[config.mk]
export PLATFORM = sky130hd
export DESIGN_NAME = spike_rate_monitor_flat
export DESIGN_NICKNAME = d
export VERILOG_FILES = /design/src/rtl/spike_rate_monitor_if.sv /design/src/rtl/spike_rate_monitor.sv /design/src/flat_wrapper.sv
export SDC_FILE = /design/constraint.sdc
export NUM_CORES = 1
export LEC_CHECK = 0
export BUFFER_PORTS_ARGS = -buffer_cell sky130_fd_sc_hd__clkbuf_2
export CORE_MARGIN = 4
export CORE_UTILIZATION = 35
export CTS_BUF_LIST = sky130_fd_sc_hd__clkbuf_16
export DETAILED_ROUTE_END_ITERATION = 12
export SETUP_SLACK_MARGIN = 0.3
export SLEW_MARGIN = 40
export SYNTH_ARGS = -nofsm -noshare
export SYNTH_HDL_FRONTEND = slang
export SYNTH_SLANG_ARGS = --single-unit
[constraint.sdc]
create_clock -name clk -period 2.4 [get_ports clk]
set_input_delay 0.72 -clock clk [delete_from_list [all_inputs] [get_ports clk]]
set_output_delay 0.72 -clock clk [all_outputs]
set_load 0.01 [all_outputs]
[src/rtl/spike_rate_monitor_if.sv]
// Result channel of the spike rate monitor: {rate, isi} qualified by a valid/ready handshake.
interface spike_rate_monitor_if #(
   parameter int RATE_W = 8,
   parameter int ISI_W  = 12
);
   logic [RATE_W-1:0] rate;
   logic [ISI_W-1:0]  isi;
   logic              out_valid;
   logic              out_ready;

   modport master (output rate, output isi, output out_valid, input out_ready);
   modport slave  (input rate, input isi, input out_valid, output out_ready);
endinterface

[src/rtl/spike_rate_monitor.sv]
// Counts spike onsets over a fixed window and tracks the latest inter-spike interval,
// delivering {rate, isi} per window through a one-entry result register.
module spike_rate_monitor #(
   parameter int WINDOW = 1000,
   parameter int RATE_W = 8,
   parameter int ISI_W  = 12
) (
   input  logic                       clk,
   input  logic                       reset_n,
   input  logic                       en,
   input  logic                       clr,
   input  logic                       spike,
   output logic                       overrun,
   spike_rate_monitor_if.master       res
);

   localparam int                 WCNT_W   = $clog2(WINDOW);
   localparam logic [WCNT_W-1:0]  W_LAST   = WCNT_W'(WINDOW - 1);
   localparam logic [RATE_W-1:0]  RATE_MAX = '1;
   localparam logic [ISI_W-1:0]   ISI_MAX  = '1;

   logic              spike_q;
   logic [WCNT_W-1:0] wcnt;
   logic [RATE_W-1:0] edge_cnt;
   logic [ISI_W-1:0]  isi_cnt;
   logic [ISI_W-1:0]  isi_last;
   logic              seen_first;

   logic              cnt_rise;
   logic              close;
   logic              accept;
   logic              load;
   logic [RATE_W-1:0] rate_next;
   logic [ISI_W-1:0]  isi_next;
   logic [ISI_W-1:0]  isi_cnt_next;

   always_comb begin
      cnt_rise  = en & spike & ~spike_q;
      close     = en && (wcnt == W_LAST);
      accept    = res.out_valid & res.out_ready;
      load      = close & (~res.out_valid | accept);
      // rate_next also serves as the saturated running count, so a close-cycle rise lands in the closing window
      rate_next = (edge_cnt == RATE_MAX) ? RATE_MAX : edge_cnt + RATE_W'(cnt_rise);
      isi_next  = (cnt_rise & seen_first) ? isi_cnt : isi_last;
      if (cnt_rise)
         isi_cnt_next = ISI_W'(1);
      else if (isi_cnt == ISI_MAX)
         isi_cnt_next = ISI_MAX;
      else
         isi_cnt_next = isi_cnt + ISI_W'(1);
   end

   always_ff @(posedge clk or negedge reset_n) begin
      if (!reset_n) begin
         spike_q       <= 1'b0;
         wcnt          <= '0;
         edge_cnt      <= '0;
         isi_cnt       <= '0;
         isi_last      <= '0;
         seen_first    <= 1'b0;
         overrun       <= 1'b0;
         res.rate      <= '0;
         res.isi       <= '0;
         res.out_valid <= 1'b0;
      end else begin
         spike_q <= spike;
         if (clr) begin
            wcnt          <= '0;
            edge_cnt      <= '0;
            isi_cnt       <= '0;
            isi_last      <= '0;
            seen_first    <= 1'b0;
            overrun       <= 1'b0;
            res.out_valid <= 1'b0;
         end else begin
            if (en) begin
               wcnt       <= close ? '0 : wcnt + WCNT_W'(1);
               edge_cnt   <= close ? '0 : rate_next;
               isi_cnt    <= isi_cnt_next;
               isi_last   <= isi_next;
               if (cnt_rise)
                  seen_first <= 1'b1;
            end
            // a pending result is never overwritten; a colliding close is dropped and flagged
            if (load) begin
               res.rate      <= rate_next;
               res.isi       <= isi_next;
               res.out_valid <= 1'b1;
            end else if (close) begin
               overrun <= 1'b1;
            end else if (accept) begin
               res.out_valid <= 1'b0;
            end
         end
      end
   end

endmodule

[src/flat_wrapper.sv]
// flat-port wrapper written by rule: the top's interface ports become plain ports
module spike_rate_monitor_flat 
#(
   parameter int WINDOW = 1000,
   parameter int RATE_W = 8,
   parameter int ISI_W  = 12
)
  (clk, reset_n, en, clr, spike, overrun, res_rate, res_isi, res_out_valid, res_out_ready);
  spike_rate_monitor_if #(.RATE_W(RATE_W), .ISI_W(ISI_W)) res_i ();
  input  logic clk;
  input  logic reset_n;
  input  logic en;
  input  logic clr;
  input  logic spike;
  output logic overrun;
  output wire logic [$bits(res_i.rate)-1:0] res_rate;
  output wire logic [$bits(res_i.isi)-1:0] res_isi;
  output wire logic [$bits(res_i.out_valid)-1:0] res_out_valid;
  input wire logic [$bits(res_i.out_ready)-1:0] res_out_ready;
  assign res_rate = res_i.rate;
  assign res_isi = res_i.isi;
  assign res_out_valid = res_i.out_valid;
  assign res_i.out_ready = res_out_ready;
  spike_rate_monitor #(.WINDOW(WINDOW), .RATE_W(RATE_W), .ISI_W(ISI_W)) u_core (.clk(clk), .reset_n(reset_n), .en(en), .clr(clr), .spike(spike), .overrun(overrun), .res(res_i));
endmodule
==> summary.md, run 1 <==
| Metric | Value |
|---|---|
| FF/Latch Area | 1650 sq um |
| Hold WC Path Type | input port to async pin |
| Fin. Hold Viols | 0 |
| DIE AREA | roughly 10000 sq um |
| Layout cells sized above 1 | 17.9% |
| Worst path depth | 6 |
| Arrival time at the worst endpoint | 2.17 ns |
| Detailed-route wire length per cell | 15.1 um |
| CP cell instances | ha_1 > nand2_1 > or4_4 > buf_12 > or2b_1 > nor3_1 |
| CTS Hold Bufs | 0 |
| Post-cts resize count | 0 |
| Vias | 2464 |
| CP max stage cell | or4_4 |
| Leakage power | 0.00174 uW |
| Critical Path End Type | flop |
| Worst-path clk slew | 0.05 ns |
| DRC | 0 |
| Via density | 5.37 |
| Ys Warns | 0 |
| Reg2reg path depth | 6 |
| Post-synth ARST share | between 90% and 100% |
| Req. time, crit path | 2.60 ns |
| Slew Limit Fails | 0 |
| Worst-margin pin slew | approximately 0.52 ns |
| Post-CTS Setup Bufs | 0 |
| CTS buffer count | 9 |
| Worst skew pair latency | ~0.32 ns |
| # diodes | 0 |
| Multi-input gate area | around 1400 sq um |
| Rows | 34 |
| Most used flip-flop cell after synthesis | dfrtp_1 |
| WS Path Type | flop to flop |
| Status | complete, no violations |
| Total GRT Usage | between 10% and 20% |
| Clock Path Buffers | 2 |
| I/O Pins | 28 |
| HPWL Detailed | 4.77 mm |
| Iteration-0 DRC Markers | approximately 150 |
| Worst Clk Skew | 0.00408 ns |
| Core area | 8680 sq um |
| CTS H-tree lvls | 3 |
| Worst VDD drop | 0.296 mV |
| Syn nets | 324 |
| Remaining Overflow, GRT | 0 |
| Min Clock Period, post-route | 1.98 ns |
| ANT nets after route | 0 |
| Worst path top cell family by delay | simple AND/OR/NAND/NOR gates |
| Placed Instances | between 400 and 500 |
| Area delta synth->final | 19.6% |
| Die Ht | between 100 and 150 um |
| Final Cycle Share | ~82% |
| Syn avg cell area | 9.88 sq um |
| Clk sinks | between 60 and 70 |
| Buf+Inv Stages, Crit Path | 1 |
| CP Launch Type | flop |
| Number of synthesized flops with an enable pin | 0 |
| Slack of the worst reg-to-reg path | 0.42 ns |
| Startpoint of the worst register-to-register path | u_core.wcnt[0] |
| Synth cell types | 44 |
| Buffers on Ports | 27 |
| Sum of negative setup slack | 0 ns |
| Die Width | roughly 100 um |
| Clk Tree Root Cell | clkbuf_16 |
| Initial antenna violation count | 0 |
| Drt first pass iters | 4 |
| Fill cells | 860 |
| Total wire length | 6.93 mm |
| # setup viols final | 0 |
| Max-Cap Viols | 0 |
| Largest net degree at the start of global routing | 50 |
| NumNets Final | 356 |
| Cell Area, Synth | 3100 sq um |
| Crit path max fanout | 32 |
| RD Place Congestion | 0.862 |
| Seq/Total Area, Yosys | 53.2% |
| PwrDens | 669 nW/um^2 |
| Slew headroom | 65.3% |
| CTS tree | yes |
| Starting Density | about 36% |
| First-pass GRT wire length | 12.0 mm |
| RSZ-0062 raised after global routing | false |
| #FFs+latches synth | 66 |
| Finished Layout Cells | 459 |
| RR Endpoint | u_core.edge_cnt[6] |
| Mapped Cells | 314 |
| Vias in the first global route | between 2000 and 2500 |
| Worst path max stage delay | around 0.45 ns |
| FMAX | ~0.5 GHz |
[worst max-delay path by stage]
stage | endpoint | startpoint | slack [ns]
global route | u_core.edge_cnt[6] | u_core.wcnt[0] | 0.31
global placement | u_core.res.isi[11] | en | 0.09
CTS | u_core.res.isi[11] | u_core.wcnt[0] | 0.34
floorplan | u_core.res.rate[6] | spike | 0.31
detailed placement | u_core.res.isi[11] | en | 0.02
finish | u_core.edge_cnt[6] | u_core.wcnt[0] | 0.42
[synth_stat cells, types with 2 or more instances]
master,count,area share (%)
a21oi_1,12,1.9
xnor2_1,7,2.0
nand2_1,17,2.1
nand4_1,8,1.6
nor3_1,4,0.65
buf_2,2,0.32
nand3_1,9,1.5
o21bai_1,2,0.48
and3_1,5,1.0
or3_1,2,0.40
and4_1,2,0.56
inv_1,4,0.48
a22o_1,7,2.0
or2_2,4,0.81
nand2b_1,6,1.2
nor2_1,37,4.5
nor2b_1,2,0.40
a211oi_1,5,1.2
mux2i_1,13,4.2
dfrtp_1,66,53
o31ai_1,3,0.73
or2b_1,2,0.48
a21o_1,4,0.97
xor2_1,3,0.85
ha_1,4,1.6
clkbuf_1,14,1.7
o21ai_0,53,8.5
[cell families after synthesis]
kind of cell | synth area share [%]
xor+xnor | 2.82
mux | 4.19
simple gates | 17.3
buf+inv | 2.86
fa+ha+maj | 1.61
flops | 53.2
compound gates | 18.0
[registers in the layout, summed over array words and instances, names as in the netlist]
register              count
u_core.edge_cnt           8
u_core.isi_cnt           12
u_core.isi_last          12
u_core.overrun            1
u_core.res.isi           12
u_core.res.out_valid      1
u_core.res.rate           8
u_core.seen_first         1
u_core.spike_q            1
u_core.wcnt              10
[metal layers]
layer / routed length [um] / track usage, % / part of all wire [%] / vias up
met4: 100 / 6.56 / 1.4 / 0
met5: 0 / 0 / 0 / -
li1: - / - / - / 1190
met1: 3530 / 22.1 / 51 / 1212
met3: 375 / 3.07 / 5.4 / 7
met2: 2920 / 20.5 / 42 / 55
[layout by cell type (no fill, tap or decap), types with 2 or more instances in the layout]
master | netlist | layout
or2_2 | 4 | 4
or3_1 | 2 | 2
a211oi_1 | 5 | 5
a21oi_1 | 12 | 12
mux2i_1 | 13 | 13
nand4_1 | 8 | 8
nand3_1 | 9 | 9
clkbuf_2 | 0 | 26
nand2_1 | 17 | 17
nor2b_1 | 2 | 2
and3_1 | 5 | 3
a21o_1 | 4 | 4
inv_1 | 4 | 5
xor2_1 | 3 | 3
ha_1 | 4 | 2
buf_12 | 0 | 2
dfrtp_1 | 66 | 66
buf_4 | 0 | 9
o21bai_1 | 2 | 2
nor2_1 | 37 | 37
o21ai_0 | 53 | 53
nor3_1 | 4 | 4
and3_4 | 0 | 2
ha_2 | 0 | 2
xnor2_1 | 7 | 7
nand2b_1 | 6 | 6
a22o_1 | 7 | 7
o31ai_1 | 3 | 3
clkinv_1 | 0 | 2
clkinvlp_4 | 0 | 2
or2b_1 | 2 | 2
and4_1 | 2 | 2
clkbuf_16 | 0 | 9
[layout make-up]
| class | instances | share of cell area [%] |
|---|---|---|
| Sequential cell | 66 | 44.5 |
| Clock buffer | 9 | 6.07 |
| Multi-Input combinational cell | 227 | 37.2 |
| Timing Repair Buffer | 38 | 6.54 |
| Clock inverter | 7 | 1.65 |
| Tap cell | 108 | 3.64 |
| Inverter | 4 | 0.405 |
[through the flow]
stage,power (uW),hold slack (ns),instance area [sq um],utilization [%],worst slack (ns)
finish,2480,0.343,3710,42.8,0.423
global route,2580,0.373,3710,42.8,0.315
CTS,2520,0.349,3710,42.7,0.340
detailed placement,1250,0.490,3420,39.4,0.0162
global placement,1250,0.482,3420,39.4,0.0886
floorplan,1200,0.424,3120,-,0.309
[report_power, final]
part           leakage, uW  internal (uW)  switching (uW)
Sequential        0.000917           1120            8.85
Combinational     0.000690           32.7            68.9
Clock             0.000138            790             463
Note: power is estimated with default switching activity, not from simulation.
==> run 2: changes to the inputs <==
==> constraint.sdc (replaced) <==
create_clock -name clk -period 1.6 [get_ports clk]
set_input_delay 0.48 -clock clk [delete_from_list [all_inputs] [get_ports clk]]
set_output_delay 0.48 -clock clk [all_outputs]
set_load 0.01 [all_outputs]
==> run 2 against run 1 <==
The run now ends with negative setup slack left. Wire length rose by 13%. Flip-flop and latch count did not move. Non-clock buffer count rose by 58. Final area rose by 24%. Combinational power rose by 130%. Clock power rose by 68%. Largest power group unchanged.
==> summary.md, run 2 (same netlist as run 1, synthesis figures left out) <==
| Metric | Value |
|---|---|
| Die Width | 102 um (unchanged) |
| Largest net degree at the start of global routing | 67 (+34%) |
| First-pass GRT wire length | 12.8 mm (+6.7%) |
| Hold Slack | 0.162 ns (-0.180 ns) |
| Regs by FF count | u_core.isi_cnt: 12 flops, u_core.isi_last: 12 flops, u_core.res.isi: 12 flops |
| CP cell instances | nand4bb_1 > or4_4 > or2_4 > buf_8 > o21ai_1 |
| CTS buffer count | 9 (unchanged) |
| Via density | 5.23 (-2.6%) |
| Worst-margin pin slew | 0.408 ns (-0.110 ns) |
| Clock Path Buffers | 2 (unchanged) |
| # diodes | 0 (unchanged) |
| Slew Limit Fails | 0 (unchanged) |
| Buffers on Ports | 27 (unchanged) |
| Drt first pass iters | 4 (unchanged) |
| Worst-path clk slew | 0.06 ns (about the same) |
| Arrival time at the worst endpoint | 2.03 ns (-0.14 ns) |
| Worst Clk Skew | 0.00431 ns (+0.000237 ns) |
| Leakage power | 0.00208 uW (+19%) |
| Worst path top cell family by delay | simple AND/OR/NAND/NOR gates |
| Worst VDD drop | 0.462 mV (+56%) |
| Area delta synth->final | 48.3% |
| RSZ-0062 raised after global routing | true |
| Finished Layout Cells | 517 (+13%) |
| Most frequent cells in the layout | dfrtp_1, buf_4, nor2_1 |
| CTS Hold Bufs | 0 (unchanged) |
| CTS tree | yes |
| Min Clock Period, post-route | 1.78 ns (-0.197 ns) |
| DRC | 0 (unchanged) |
| Clk Tree Root Cell | clkbuf_16 |
| Die Ht | 102 um (unchanged) |
| Initial antenna violation count | 0 (unchanged) |
| Layout cells sized above 1 | 41.6% (+24 points) |
| FMAX | 0.562 GHz (+11%) |
| Fill cells | 760 (-12%) |
| DIE AREA | 10400 sq um (unchanged) |
| WS Path Type | flop to flop |
| PwrDens | 874 nW/um^2 (+31%) |
| Worst skew pair latency | 0.33 ns (about the same) |
| Starting Density | 35.8% (unchanged) |
| Status | finished, violations left |
| Violated checks | negative setup slack |
| I/O Pins | 28 (unchanged) |
| CP Launch Point | u_core.wcnt[4] |
| Clk sinks | 66 (unchanged) |
| Vias | 2703 (+9.7%) |
| FF/Latch Area | 1660 sq um (+0.23%) |
| Final setup margin | -0.180 ns (-0.603 ns) |
| Vias in the first global route | 2562 (+8.5%) |
| RD Place Congestion | 0.813 (-5.6%) |
| HPWL Detailed | 5.05 mm (+5.8%) |
| NumNets Final | 414 (+16%) |
| Final Cycle Share | 111% (+29 points) |
| Total GRT Usage | 15.5% (+0.74 points) |
| CP Launch Type | flop |
| Detailed-route wire length per cell | 15.2 um (+0.55%) |
| ANT nets after route | 0 (unchanged) |
| Crit path max fanout | 12 (-63%) |
| Worst path max stage delay | 0.53 ns (+0.08 ns) |
| Multi-input gate area | 1740 sq um (+26%) |
| Remaining Overflow, GRT | 0 (unchanged) |
| CP max stage cell | or4_4 |
| Max-Cap Viols | 0 (unchanged) |
| # setup viols final | 36 (+36) |
| Total wire length | 7.84 mm (+13%) |
| Hold WC Path Type | input port to async pin |
| Startpoint of the worst register-to-register path | u_core.wcnt[4] |
| Fin. Hold Viols | 0 (unchanged) |
| Most common cell after layout, fill and taps aside | dfrtp_1 |
| Slew headroom | 72.8% (+7.5 points) |
| Req. time, crit path | 1.85 ns (-0.75 ns) |
| Rows | 34 (unchanged) |
| Placed Instances | 486 (+9.7%) |
| Iteration-0 DRC Markers | 146 (-0.68%) |
| Buf+Inv Stages, Crit Path | 1 (unchanged) |
| Critical Path End Type | flop |
| CTS H-tree lvls | 3 (unchanged) |
| Core area | 8680 sq um (unchanged) |
[run 2: what timing repair did]
action	4_1_cts	5_1_grt
pin swaps	10	17
setup endpoints to repair	86	86
buffers inserted	8	6
cloned	1	0
gates resized for setup	47	58
[run 2: worst paths after layout]
path                       cells after the start  slack (ns)                 end
setup / recovery                               5       -0.18   u_core.res.isi[2]
hold / removal                                 2        0.16  u_core.isi_last[5]
setup reg to reg                               5       -0.18   u_core.res.isi[2]
hold reg to reg                                2        0.48  u_core.res.rate[2]
max in group asynchronous                      2        1.12   u_core.isi_cnt[0]
min in group clk                               1        0.28      u_core.spike_q
[run 2: per-stage QoR]
stage                     utilization [%]  total power, uW  TNS, ns  cell area, sq um  setup slack (ns)
after floorplan                         -             1820    -3.37              3250            -0.246
after global placement               44.2             1920   -13.55              3830            -0.456
after detailed placement             44.2             1920   -14.86              3830            -0.516
after CTS                            51.0             4040    -5.74              4430            -0.196
after global routing                 53.0             4170    -7.51              4600            -0.238
final                                53.0             4020    -5.07              4600            -0.180
[run 2: metal layers]
metal,wire length (um),share of wire [%],track usage [%],up-vias
li1,-,-,-,1314
met1,3810,49,22.4,1315
met2,3630,46,23.9,63
met3,301,3.8,2.25,11
met4,106,1.4,5.15,0
met5,0,0,0,-
[run 2: worst reg2reg max path: cells and delay by family (launching register included)]
kind	cells	cell delay (ns)
and+or+nand+nor	3	1.03
DFF	1	0.38
buffers and inverters	1	0.16
AOI/OAI and AO/OA	1	0.13
[run 2: where the power goes]
group	total (uW)	switching (uW)	internal (uW)
logic	233	134	98.9
registers	1690	11.4	1680
clock network	2100	736	1360
total	4020	881	3140
[run 2: layout make-up]
class	instances	share of cell area, %
multi-input cells	227	37.9
clock inverters	7	2.04
clock buffers	9	4.89
inverters	4	0.326
flip-flops and latches	66	36.0
repair buffers	96	16.0
well taps	108	2.94
